File: src/rtl/loop_ctrl_ser_tx.sv
`default_nettype none
// ============================================================================
// loop_ctrl_ser_tx : framed MSB-first serial transmitter with even parity
// Revision 1.0
// ============================================================================
module loop_ctrl_ser_tx #(
  parameter int WIDTH = 16,
  parameter int DIV   = 4
) (
  input  logic             CELCLK,
  input  logic             CELRST,
  input  logic             CELV,
  input  logic             CELG,
  input  logic             SUB,
  input  logic [WIDTH-1:0] din,
  input  logic             din_valid,
  output logic             din_ready,
  output logic             csn,
  output logic             sclk,
  output logic             sdo,
  output logic             busy,
  output logic             done
);

  localparam int HW = $clog2(DIV + 1);
  localparam int BW = $clog2(WIDTH + 1);
  localparam logic [HW-1:0] H_LAST = HW'(DIV - 1);
  localparam logic [BW-1:0] B_LAST = BW'(WIDTH - 1);

  typedef enum logic [1:0] {
    IDLE   = 2'd0,
    SHIFT  = 2'd1,
    PARITY = 2'd2,
    HOLD   = 2'd3
  } state_t;

  state_t           state, state_nxt;
  logic [WIDTH-1:0] shreg, shreg_nxt, shreg_sh;
  logic             par, par_nxt;
  logic [HW-1:0]    hcnt, hcnt_nxt;
  logic [BW-1:0]    bcnt, bcnt_nxt;
  logic             csn_nxt, sclk_nxt, sdo_nxt, done_nxt, ready_nxt;
  logic             half_end;

  // Power/substrate pins carry no logic function.
  logic unused_pins;
  assign unused_pins = ^{CELV, CELG, SUB};

  assign shreg_sh = shreg << 1;
  assign half_end = (hcnt == H_LAST);

  always_ff @(posedge CELCLK) begin
    if (CELRST) begin
      state     <= IDLE;
      shreg     <= '0;
      par       <= 1'b0;
      hcnt      <= '0;
      bcnt      <= '0;
      csn       <= 1'b1;
      sclk      <= 1'b0;
      sdo       <= 1'b0;
      done      <= 1'b0;
      din_ready <= 1'b1;
      busy      <= 1'b0;
    end else begin
      state     <= state_nxt;
      shreg     <= shreg_nxt;
      par       <= par_nxt;
      hcnt      <= hcnt_nxt;
      bcnt      <= bcnt_nxt;
      csn       <= csn_nxt;
      sclk      <= sclk_nxt;
      sdo       <= sdo_nxt;
      done      <= done_nxt;
      din_ready <= ready_nxt;
      busy      <= ~ready_nxt;
    end
  end

  always_comb begin
    state_nxt = state;
    shreg_nxt = shreg;
    par_nxt   = par;
    hcnt_nxt  = hcnt;
    bcnt_nxt  = bcnt;
    csn_nxt   = csn;
    sclk_nxt  = sclk;
    sdo_nxt   = sdo;
    done_nxt  = 1'b0;

    case (state)
      IDLE: begin
        if (din_valid) begin
          state_nxt = SHIFT;
          shreg_nxt = din;
          par_nxt   = ^din;
          hcnt_nxt  = '0;
          bcnt_nxt  = '0;
          csn_nxt   = 1'b0;
          sclk_nxt  = 1'b0;
          sdo_nxt   = din[WIDTH-1];
        end
      end
      SHIFT: begin
        if (!half_end) begin
          hcnt_nxt = hcnt + 1'b1;
        end else begin
          hcnt_nxt = '0;
          sclk_nxt = ~sclk;
          // Data only advances on the falling sclk edge that closes a bit.
          if (sclk) begin
            if (bcnt == B_LAST) begin
              state_nxt = PARITY;
              bcnt_nxt  = '0;
              sdo_nxt   = par;
            end else begin
              bcnt_nxt  = bcnt + 1'b1;
              shreg_nxt = shreg_sh;
              sdo_nxt   = shreg_sh[WIDTH-1];
            end
          end
        end
      end
      PARITY: begin
        if (!half_end) begin
          hcnt_nxt = hcnt + 1'b1;
        end else begin
          hcnt_nxt = '0;
          sclk_nxt = ~sclk;
          if (sclk) begin
            state_nxt = HOLD;
            sclk_nxt  = 1'b0;
            sdo_nxt   = 1'b0;
          end
        end
      end
      HOLD: begin
        if (!half_end) begin
          hcnt_nxt = hcnt + 1'b1;
        end else begin
          hcnt_nxt  = '0;
          state_nxt = IDLE;
          csn_nxt   = 1'b1;
          sclk_nxt  = 1'b0;
          sdo_nxt   = 1'b0;
          done_nxt  = 1'b1;
        end
      end
      default: begin
        state_nxt = IDLE;
        csn_nxt   = 1'b1;
        sclk_nxt  = 1'b0;
        sdo_nxt   = 1'b0;
      end
    endcase

    ready_nxt = (state_nxt == IDLE);
  end

endmodule
`default_nettype wire

File: config.mk
export PLATFORM = sky130hd
export DESIGN_NAME = loop_ctrl_ser_tx
export DESIGN_NICKNAME = d
export VERILOG_FILES = /design/src/rtl/loop_ctrl_ser_tx.sv
export SDC_FILE = /design/constraint.sdc
export NUM_CORES = 1
export LEC_CHECK = 0
export BUFFER_PORTS_ARGS = -buffer_cell sky130_fd_sc_hd__buf_2
export CELL_PAD_IN_SITES_DETAIL_PLACEMENT = 1
export CELL_PAD_IN_SITES_GLOBAL_PLACEMENT = 1
export CORE_MARGIN = 2
export CORE_UTILIZATION = 40
export DETAILED_ROUTE_END_ITERATION = 10
export PLACE_DENSITY_LB_ADDON = 0.1
export SLEW_MARGIN = 20
export SYNTH_ARGS = -nofsm -noshare
export SYNTH_HDL_FRONTEND = slang
export SYNTH_SLANG_ARGS = --single-unit
File: constraint.sdc
create_clock -name CELCLK -period 3 [get_ports CELCLK]
set_input_delay 0.3 -clock CELCLK [delete_from_list [all_inputs] [get_ports CELCLK]]
set_output_delay 0.3 -clock CELCLK [all_outputs]
set_load 0.01 [all_outputs]
* Word level (Yosys, flattened, before mapping)
Cells that the tools add are included.
Word-level totals: flip-flop bits (word level) 32, input bits 22, output and inout bits 6, logic and storage cells 78
Cells by class: $add $sub $neg 2, eq/ne operators 12, multiplexer cells 37, bitwise logic cells 3, reductions and logical operators 13
Operators with widths (number):
- 15-bit two-way mux | 4
- 15-bit one-hot mux with 2 select lines | 1
- 5-bit two-way mux | 4
- 16-bit XOR reduction | 1
- 2-bit two-way mux | 7
- 2-bit inequality test, second input constant | 7
- 1-bit two-way mux | 13
- 5-bit one-hot mux with 2 select lines | 1
- 1-bit one-hot mux with 4 select lines | 2
- 2-bit one-hot mux with 4 select lines | 1
- 4-bit AND reduction | 2
- 3-bit two-way mux | 2
- 3-bit one-hot mux with 2 select lines | 1
- 6-bit AND reduction | 1
- 5-bit by 1-bit adder with 5-bit output, second input constant | 1
- 5-bit by 4-bit equality test with 1-bit output, second input constant | 1
- 5-bit AND reduction | 1
- 2-bit equality test, second input constant | 2
- 2-bit zero test | 2
- 2-bit nonzero test | 2
- 3-bit by 1-bit adder with 3-bit output, second input constant | 1
- 3-bit by 2-bit equality test with 1-bit output, second input constant | 1
- 1-bit NOT | 3
- 3-bit AND reduction | 1
- other kinds (5) | 5

* Longest topological paths before layout
Gate-level depths: netlist (run 1).
depth after elaboration 7, mapped depth 10, gate-level depth less buffers 7

* Least setup slack after synthesis (run 1)
OpenSTA, ideal clock, no wires.
path kind flip-flop to flip-flop, from reg state[1], to reg shreg[4], setup time 80 ps, data arrival time 1656 ps, slack 1265 ps, cell stages (with the launch flop) 10, path buffers 3, path through dfxtp_1 > inv_1 > ha_1 > buf_2 > a211oi_2 > a21o_1 > buf_6 > buf_12 > nor2_1 > a211oi_2
On the way: word-level cells in the longest chain between the ends 3, elaborated cells between the ends (all ways) 9, classes of those cells eq/ne: 5; mux: 1; reduce/logical: 3
Ends and longest elaborated chain:
- start, declared | RTL line 37 | state_t state, state_nxt;
- start signal, assigned | RTL line 66 | state <= state_nxt;
- 2-bit by 1-bit equality test with 1-bit output or 2-bit zero test (tied branches) | RTL line 91 | case (state)
- 2-bit inequality test (no line) or 2-bit nonzero test (tied branches)
- 5-bit AND reduction (no line)
- end signal, assigned | RTL line 67 | shreg <= shreg_nxt;
- end, declared | RTL line 38 | logic [WIDTH-1:0] shreg, shreg_nxt, shreg_sh;
Several ways; a longest one is shown, not always the timed one. A chain may end at the register's enable or synchronous reset.

* Final worst setup path (run 1)
from reg state[1], to reg shreg[2]
Same word-level chain as after synthesis.

==> results of run 1 <==
registers in the layout (all words and copies together) (netlist names):
signal     cells
hcnt           3
csn            1
par            1
busy           1
done           1
din_ready      1
state          2
sclk           1
shreg         15
sdo            1
bcnt           5
per-layer routing:
layer  GRT usage, %  up-vias  share of wire, %
li1               -      702                 -
met1          19.96      667                43
met2          30.45       29                51
met3          3.924        6               4.2
met4          6.536        0               1.5
met5              0        -                 0
placed cells by master (no fill, tap or decap), types with 3 or more instances in the layout:
cell type and instances:
a211oi_2 7, nand3_1 6, buf_2 24, nor3_1 4, mux2i_1 16, a21oi_1 14
nor2_1 25, inv_1 3, nand2_1 6, nor2b_1 3, a211oi_1 9, ha_1 6
o21ai_0 6, buf_4 3, xnor2_1 13, clkbuf_8 6, dfxtp_1 32
kinds of logic after synthesis:
kind of cell    Yosys count  synth area share, %
xor+xnor                 15                7.687
fa+ha+maj                 6                4.392
simple gates             56                16.76
flops                    32                37.48
compound gates           46                19.62
mux                      16                9.370
buf+inv                  13                4.685
power groups by stage:
stage	clock network [mW]	registers, mW	logic (mW)
detailed placement	0	0.495	0.235
floorplan	0	0.491	0.191
finish	0.337	0.485	0.232
CTS	0.346	0.486	0.236
global placement	0	0.492	0.227
global route	0.369	0.490	0.260
stage by stage:
step                      hold slack, ns  cell area, sq um
final                             0.3144              1936
after global routing              0.3202              1936
after CTS                         0.3040              1936
after detailed placement          0.4704              1846
after global placement            0.4612              1846
after floorplan                   0.3878              1709
final cells by class:
class	count	share of cell area, %
multi-input combinational	139	51.07
tap	50	3.232
clock buffer	8	4.654
sequential	32	33.10
timing repair buffer	27	7.369
inverter	3	0.5818
final timing paths:
check | depth (start not counted) | startpoint | end | slack (ns)
min reg2reg | 1 | bcnt[4] | bcnt[4] | 0.48
min | 2 | din_valid | par | 0.31
max | 8 | state[1] | shreg[2] | 0.47
max reg2reg | 8 | state[1] | shreg[2] | 0.47
worst max-delay path, cell delays in order (launching register included):
cell and delay [ns]:
dfxtp_1 0.42, inv_1 0.11, ha_1 0.33, nor2b_1 0.23, a211oi_2 0.41, a21o_1 0.37, buf_4 0.31, nor2_1 0.06
a211oi_1 0.20
==> metrics.txt, run 1 <==
status=completed; routed wire length=around 3800 um; initial core utilization=between 40% and 50%; Cell Area, Synth=0.001709 sq mm; setup ws final=roughly 0.47 ns; share of cells above drive strength 1=19.62%; Tot Pwr=approximately 1.1 mW; # hold bufs at CTS=0; Startpoint Class=register; DP HPWL=a little under 3000 um; CORE AREA=0.004058 sq mm; maxcap violations=0; Required @ worst endpoint=3.19 ns; peak supply drop=221.0 uV; CP Class=reg -> reg; Lkg Pwr=0.8164 nW; initial antenna violation count=0; PD cells=544.8 mW/mm^2; Area Growth Syn to Fin=13.25%; Synth area leaders=dfxtp_1 37%, mux2i_1 9.4%, xnor2_1 6.7%, nor2_1 5.5%, a211oi_2 5.1%; Congestion Overflow GR=0; Seq/Total Area, Yosys=a little under two fifths; internal power of the cells=around 760 uW; Final setup viols=0; Synth Warn #=0; Slew Limit Fails=0; Post-Syn Instances=184; Worst slew margin=57.22%; Post-synth EDFFs=0; largest net degree at the start of global routing=31; number of global-route vias before repair=between 1000 and 1500; Clock Power Share=approximately a third; Setup Fix Bufs, Post-CTS=0; Post-synth ARST share=0%; Worst Skew=around 0.0032 ns; Die Area=~0.0048 sq mm; Worst-path clk slew=~0.06 ns; Avg Cell Area, Syn=9.289 sq um; post-synthesis cell type count=37; Synth Register Bits=32; post-route ant nets=0; Via density=5.421; Gate power share=22.0%; Tcrit/Tclk final=between 80% and 90%; clock buffer count from CTS=5; worst slew pin tran=0.6417 ns; IO Pins=28; count of final hold-check violations=0; Yosys top cell by area=dfxtp_1; Period minus WS final=2.532 ns; vias=1404; first-pass GRT wire length=around 6700 um; most frequent cells after synthesis=32 x dfxtp_1, 25 x nor2_1, 16 x mux2i_1, 14 x a21oi_1, 13 x xnor2_1; die width=between 60 and 70 um; CP arrival=2.72 ns; DR iter-0 viols=60; Clock Tree Buf Depth=2; RSZ-0062 raised after global routing=false; pre-CTS setup slack=~0.48 ns; CTS root buffer=clkbuf_8; final core occ=about 48%; clk_lat worst skew=0.28 ns; worst-path fanout max=18; Nets=236; f_max=394.9 MHz; most common cell in the netlist=dfxtp_1; drt pass-1 iters=4; row count=23; main flop type after synthesis=dfxtp_1; diodes inserted=0; CTS resizes=0; Reg area=640.6 sq um; H-tree lvl count=2; crit end category=register; syn nets=212; CTS tree=yes; setup tns final=0 ns; Residual DRC=0; fill count=between 400 and 500; Finished Layout Cells=259; area of the multi-input gates=988.4 sq um; P_sw=between 200 and 300 uW; switching share of power=28.39%; port bufs=24; Flop pwr share=46.0%; Die Y=69.37 um; clk sinks=32; wire per inst=14.86 um; Synth top area share=37.48%; Inst Count DP=251; Min-Delay Path Class=in -> reg; RePlAce Congestion=between 0.7 and 0.8; total track usage=17.17%
(Power assumes the default switching activity.)
==> run 2: changes to the inputs <==
==> constraint.sdc (replaced) <==
create_clock -name CELCLK -period 2.44 [get_ports CELCLK]
set_input_delay 0.244 -clock CELCLK [delete_from_list [all_inputs] [get_ports CELCLK]]
set_output_delay 0.244 -clock CELCLK [all_outputs]
set_load 0.01 [all_outputs]
==> run 2 against run 1 <==
- hold slack worse by 0.050 ns
- final cell count is 0.39% higher
- routed wire length is 0.73% higher
- first-iteration DRC count is 42% lower
- count of clock-buffer cells in the layout stayed put
- critical endpoint is now shreg[12]
- flip-flop and latch count stayed put
- power is 23% higher
- sequential power is 23% higher
- fmax is 16% higher
- clock skew is 0.00099 ns higher
==> metrics.txt, run 2 (synthesis gave the netlist of run 1 again) <==
most frequent cells in the layout=32 x dfxtp_1, 25 x nor2_1, 24 x buf_2, 16 x mux2i_1, 14 x a21oi_1; IO Pins=28; Die Y=between 60 and 70 um; RePlAce Congestion=0.7845; wire per inst=between 10 and 15 um; Congestion Overflow GR=0; CP max-delay cell=ha_1; most common cell after layout, fill and taps aside=dfxtp_1; grt peak-use layer=met2; CTS tree=yes; CP Class=reg -> reg; Worst-path clk slew=roughly 0.070 ns; PD cells=669.9 mW/mm^2; CTS root buffer=clkbuf_8; vias=approximately 1400; routed wire length=just under 4000 um; Clock Power Share=31.9%; Die Area=slightly below 0.005 sq mm; number of global-route vias before repair=approximately 1500; worst-path fanout max=28; setup tns final=0 ns; Top reg by flops=shreg; Area Growth Syn to Fin=13.69%; pre-CTS setup slack=0.2476 ns; Nets=between 200 and 250; clk sinks=32; largest net degree at the start of global routing=31; share of cells above drive strength 1=20.00%; Required @ worst endpoint=between 2 and 3 ns; drt pass-1 iters=4; met2 Use GR=between 30% and 40%; clk_lat worst skew=0.28 ns; first-pass GRT wire length=6941 um; CTS resizes=0; Final setup viols=0; peak supply drop=409.4 uV; Via density=approximately 5.5; Tcrit/Tclk final=89.64%; post-route ant nets=0; DP HPWL=2863 um; clock buffer count from CTS=5; Finished Layout Cells=260; row count=23; Setup Fix Bufs, Post-CTS=0; initial antenna violation count=0; Worst slew margin=56.83%; Worst Skew=0.004149 ns; port bufs=24; switching share of power=28.43%; maxcap violations=0; Inst Count DP=252; die width=69.37 um; diodes inserted=0; Flop pwr share=45.7%; GR Util met3=5.523%; # hold bufs at CTS=0; count of final hold-check violations=0; total track usage=17.90%; status=completed; Gate power share=22.4%; crit end category=register; Slew Limit Fails=0; worst slew pin tran=0.6476 ns; CORE AREA=0.004058 sq mm; RSZ-0062 raised after global routing=false; setup ws final=0.2528 ns; DR iter-0 viols=35; Crit path largest cell delay=~0.41 ns; initial core utilization=42.12%; Period minus WS final=2.187 ns; cell mode on critical path=nor2_1; P_sw=370.1 uW; Residual DRC=0; H-tree lvl count=2; CP arrival=2.37 ns; Largest register FFs=15; f_max=between 400 and 500 MHz; Clock Tree Buf Depth=2; Min-Delay Path Class=in -> reg; Startpoint Class=register; Lkg Pwr=around 0.8 nW; biggest regs=shreg: 15 flops, bcnt: 5 flops, hcnt: 3 flops; internal power of the cells=~930 uW; met1 Use GR=20.69%; CP cell instances=inv_1, ha_1, nand2_1, nor2_1, a21o_1, buf_4, nor2_1, a211oi_1
[run 2: layer usage]
metal,wire (um),vias to the layer above
li1,-,706
met5,0,-
met1,1692,701
met3,164,6
met4,55,0
met2,1965,24
[run 2: worst max-delay path: cells and delay by family (launching register included)]
family | cells | cell delay [ns]
AND/OR/NAND/NOR | 3 | 0.56
buffers and inverters | 2 | 0.40
adder cells (fa/ha/maj) | 1 | 0.41
AO/OA/AOI/OAI | 2 | 0.35
flip-flops | 1 | 0.36
[run 2: power by group through the flow]
stage               registers (mW)  clock network [mW]  logic (mW)
finish                       0.595               0.415       0.292
global placement             0.604                   0       0.283
floorplan                    0.604                   0       0.235
detailed placement           0.607                   0       0.296
global route                 0.602               0.460       0.326
CTS                          0.595               0.435       0.296
[run 2: final timing paths]
check | from | to | cells past startpoint | slack [ns]
worst max-delay path | state[1] | shreg[12] | 8 | 0.25
worst min register to register | bcnt[4] | bcnt[4] | 1 | 0.48
worst min-delay path | din_valid | par | 2 | 0.26
worst max register to register | state[1] | shreg[12] | 8 | 0.25
[run 2: through the flow]
stage / hold WS (ns) / area (sq um) / util [%] / power (mW)
2_1_floorplan: 0.3318 / 1709 / - / 0.8383
3_3_place_gp: 0.4621 / 1853 / 45.67 / 0.8873
3_5_place_dp: 0.4739 / 1853 / 45.67 / 0.9026
4_1_cts: 0.2523 / 1943 / 47.89 / 1.327
5_1_grt: 0.2686 / 1943 / 47.89 / 1.388
6_report: 0.2639 / 1943 / 47.89 / 1.302
[run 2: cell type report]
| class | instances | area (sq um) |
|---|---|---|
| Inverter | 3 | 11.26 |
| Timing Repair Buffer | 28 | 150.1 |
| Sequential cell | 32 | 640.6 |
| Clock buffer | 8 | 90.09 |
| Fill cell | 482 | 2115 |
| Multi-Input combinational cell | 139 | 988.4 |
| Tap cell | 50 | 62.56 |
==> run 3: changes to the inputs <==
--- a/config.mk
+++ b/config.mk
@@ -9,7 +9,7 @@
 export CELL_PAD_IN_SITES_DETAIL_PLACEMENT = 1
 export CELL_PAD_IN_SITES_GLOBAL_PLACEMENT = 1
 export CORE_MARGIN = 2
-export CORE_UTILIZATION = 40
+export CORE_UTILIZATION = 42
 export DETAILED_ROUTE_END_ITERATION = 10
 export PLACE_DENSITY_LB_ADDON = 0.1
 export SLEW_MARGIN = 20
==> run 3 against run 2 <==
- die area fell by 4.5%
- final cell count unchanged
- combinational power is essentially flat
- flip-flop and latch count unchanged
- utilization rose by 1.0 points
- largest power group unchanged
==> metrics.txt, run 3 (synthesis gave the netlist of run 1 again) <==
status=completed; Setup Fix Bufs, Post-CTS=0; Hold Slack=0.2523 ns; Reg area=640.6 sq um; first-pass GRT wire length=6906 um; Startpoint Class=register; drt pass-1 iters=4; vias=1419; Worst slew margin=58.04%; Tot Pwr=1.323 mW; most common cell after layout, fill and taps aside=dfxtp_1; Tcrit/Tclk final=86.82%; Largest register FFs=15; setup tns final=0 ns; worst-path fanout max=28; DP HPWL=about 3000 um; initial core utilization=43.04%; Congestion Overflow GR=0; # hold bufs at CTS=0; DR iter-0 viols=123; number of global-route vias before repair=about 1400; Lkg Pwr=just over 0.8 nW; CP arrival=2.31 ns; grt peak-use layer=met2; total track usage=20.30%; Residual DRC=0; most frequent cells in the layout=32 x dfxtp_1, 25 x nor2_1, 24 x buf_2, 16 x mux2i_1, 14 x a21oi_1; CTS tree=yes; fill count=483; clock buffer count from CTS=5; Area Growth Syn to Fin=13.69%; largest net degree at the start of global routing=31; post-route ant nets=0; Required @ worst endpoint=2.63 ns; Slew Limit Fails=0; worst slew pin tran=0.6294 ns; maxcap violations=0; clk_lat worst skew=0.29 ns; area of the multi-input gates=988.4 sq um; routed wire length=4126 um; Worst-path clk slew=0.07 ns; f_max=about 470 MHz; pre-CTS setup slack=0.3320 ns; Period minus WS final=roughly 2.1 ns; RePlAce Congestion=0.8056; CTS root buffer=clkbuf_8; CTS resizes=0; Min-Delay Path Class=in -> reg; initial antenna violation count=0; CP Class=reg -> reg; CORE AREA=0.003971 sq mm; crit end category=register; port bufs=24; Area after DPL=0.001853 sq mm; die width=67.79 um; final instance area=0.001943 sq mm; H-tree lvl count=2; IO Pins=28; peak supply drop=285.0 uV; Inst Count DP=252; diodes inserted=0; Via density=5.458; PD cells=680.8 mW/mm^2; count of final hold-check violations=0; row count=23; R2R setup slack=0.32 ns; Die Area=roughly 0.0046 sq mm; Finished Layout Cells=260; final core occ=48.93%; met2 Use GR=35.29%; clk sinks=32; biggest regs=shreg: 15 flops, bcnt: 5 flops, hcnt: 3 flops; Nets=237; Final setup viols=0; Clock Tree Buf Depth=2; GR Util met3=under 10%; Worst Skew=~0.0040 ns; RSZ-0062 raised after global routing=false; share of cells above drive strength 1=20.00%; Top reg by flops=shreg; setup ws final=0.3216 ns; met1 Use GR=approximately 24%; wire per inst=15.87 um; Die Y=67.79 um
-- run 3: critical path, cell delays in order, from the launching register on --
cell and delay (ns):
dfxtp_1 0.39, inv_1 0.09, ha_1 0.34, nor2b_1 0.22
a211oi_2 0.23, a21o_1 0.14, buf_4 0.29, nor2_1 0.07
a211oi_1 0.24
-- run 3: path summary, 6_finish.rpt --
| path | from | to | depth (start not counted) |
|---|---|---|---|
| setup / recovery | state[0] | shreg[1] | 8 |
| hold / removal | din_valid | par | 2 |
| setup reg to reg | state[0] | shreg[1] | 8 |
| hold reg to reg | bcnt[4] | bcnt[4] | 1 |
-- run 3: power by group --
part	switching, mW	leakage, nW	total, mW	internal (mW)
Clock	0.202	0.0455	0.432	0.230
Combinational	0.163	0.513	0.294	0.131
Sequential	0.0265	0.263	0.597	0.570
-- run 3: layer usage --
metal | up-vias | part of all wire, %
li1 | 708 | -
met1 | 688 | 42
met2 | 16 | 54
met3 | 7 | 2.4
met4 | 0 | 1.4
met5 | - | 0
-- run 3: cell type report --
cell class                 instances  share of cell area (%)
multi-input combinational        139                   50.87
sequential                        32                   32.97
timing repair buffer              28                   7.727
clock buffer                       8                   4.636
tap                               50                   3.220
inverter                           3                  0.5795
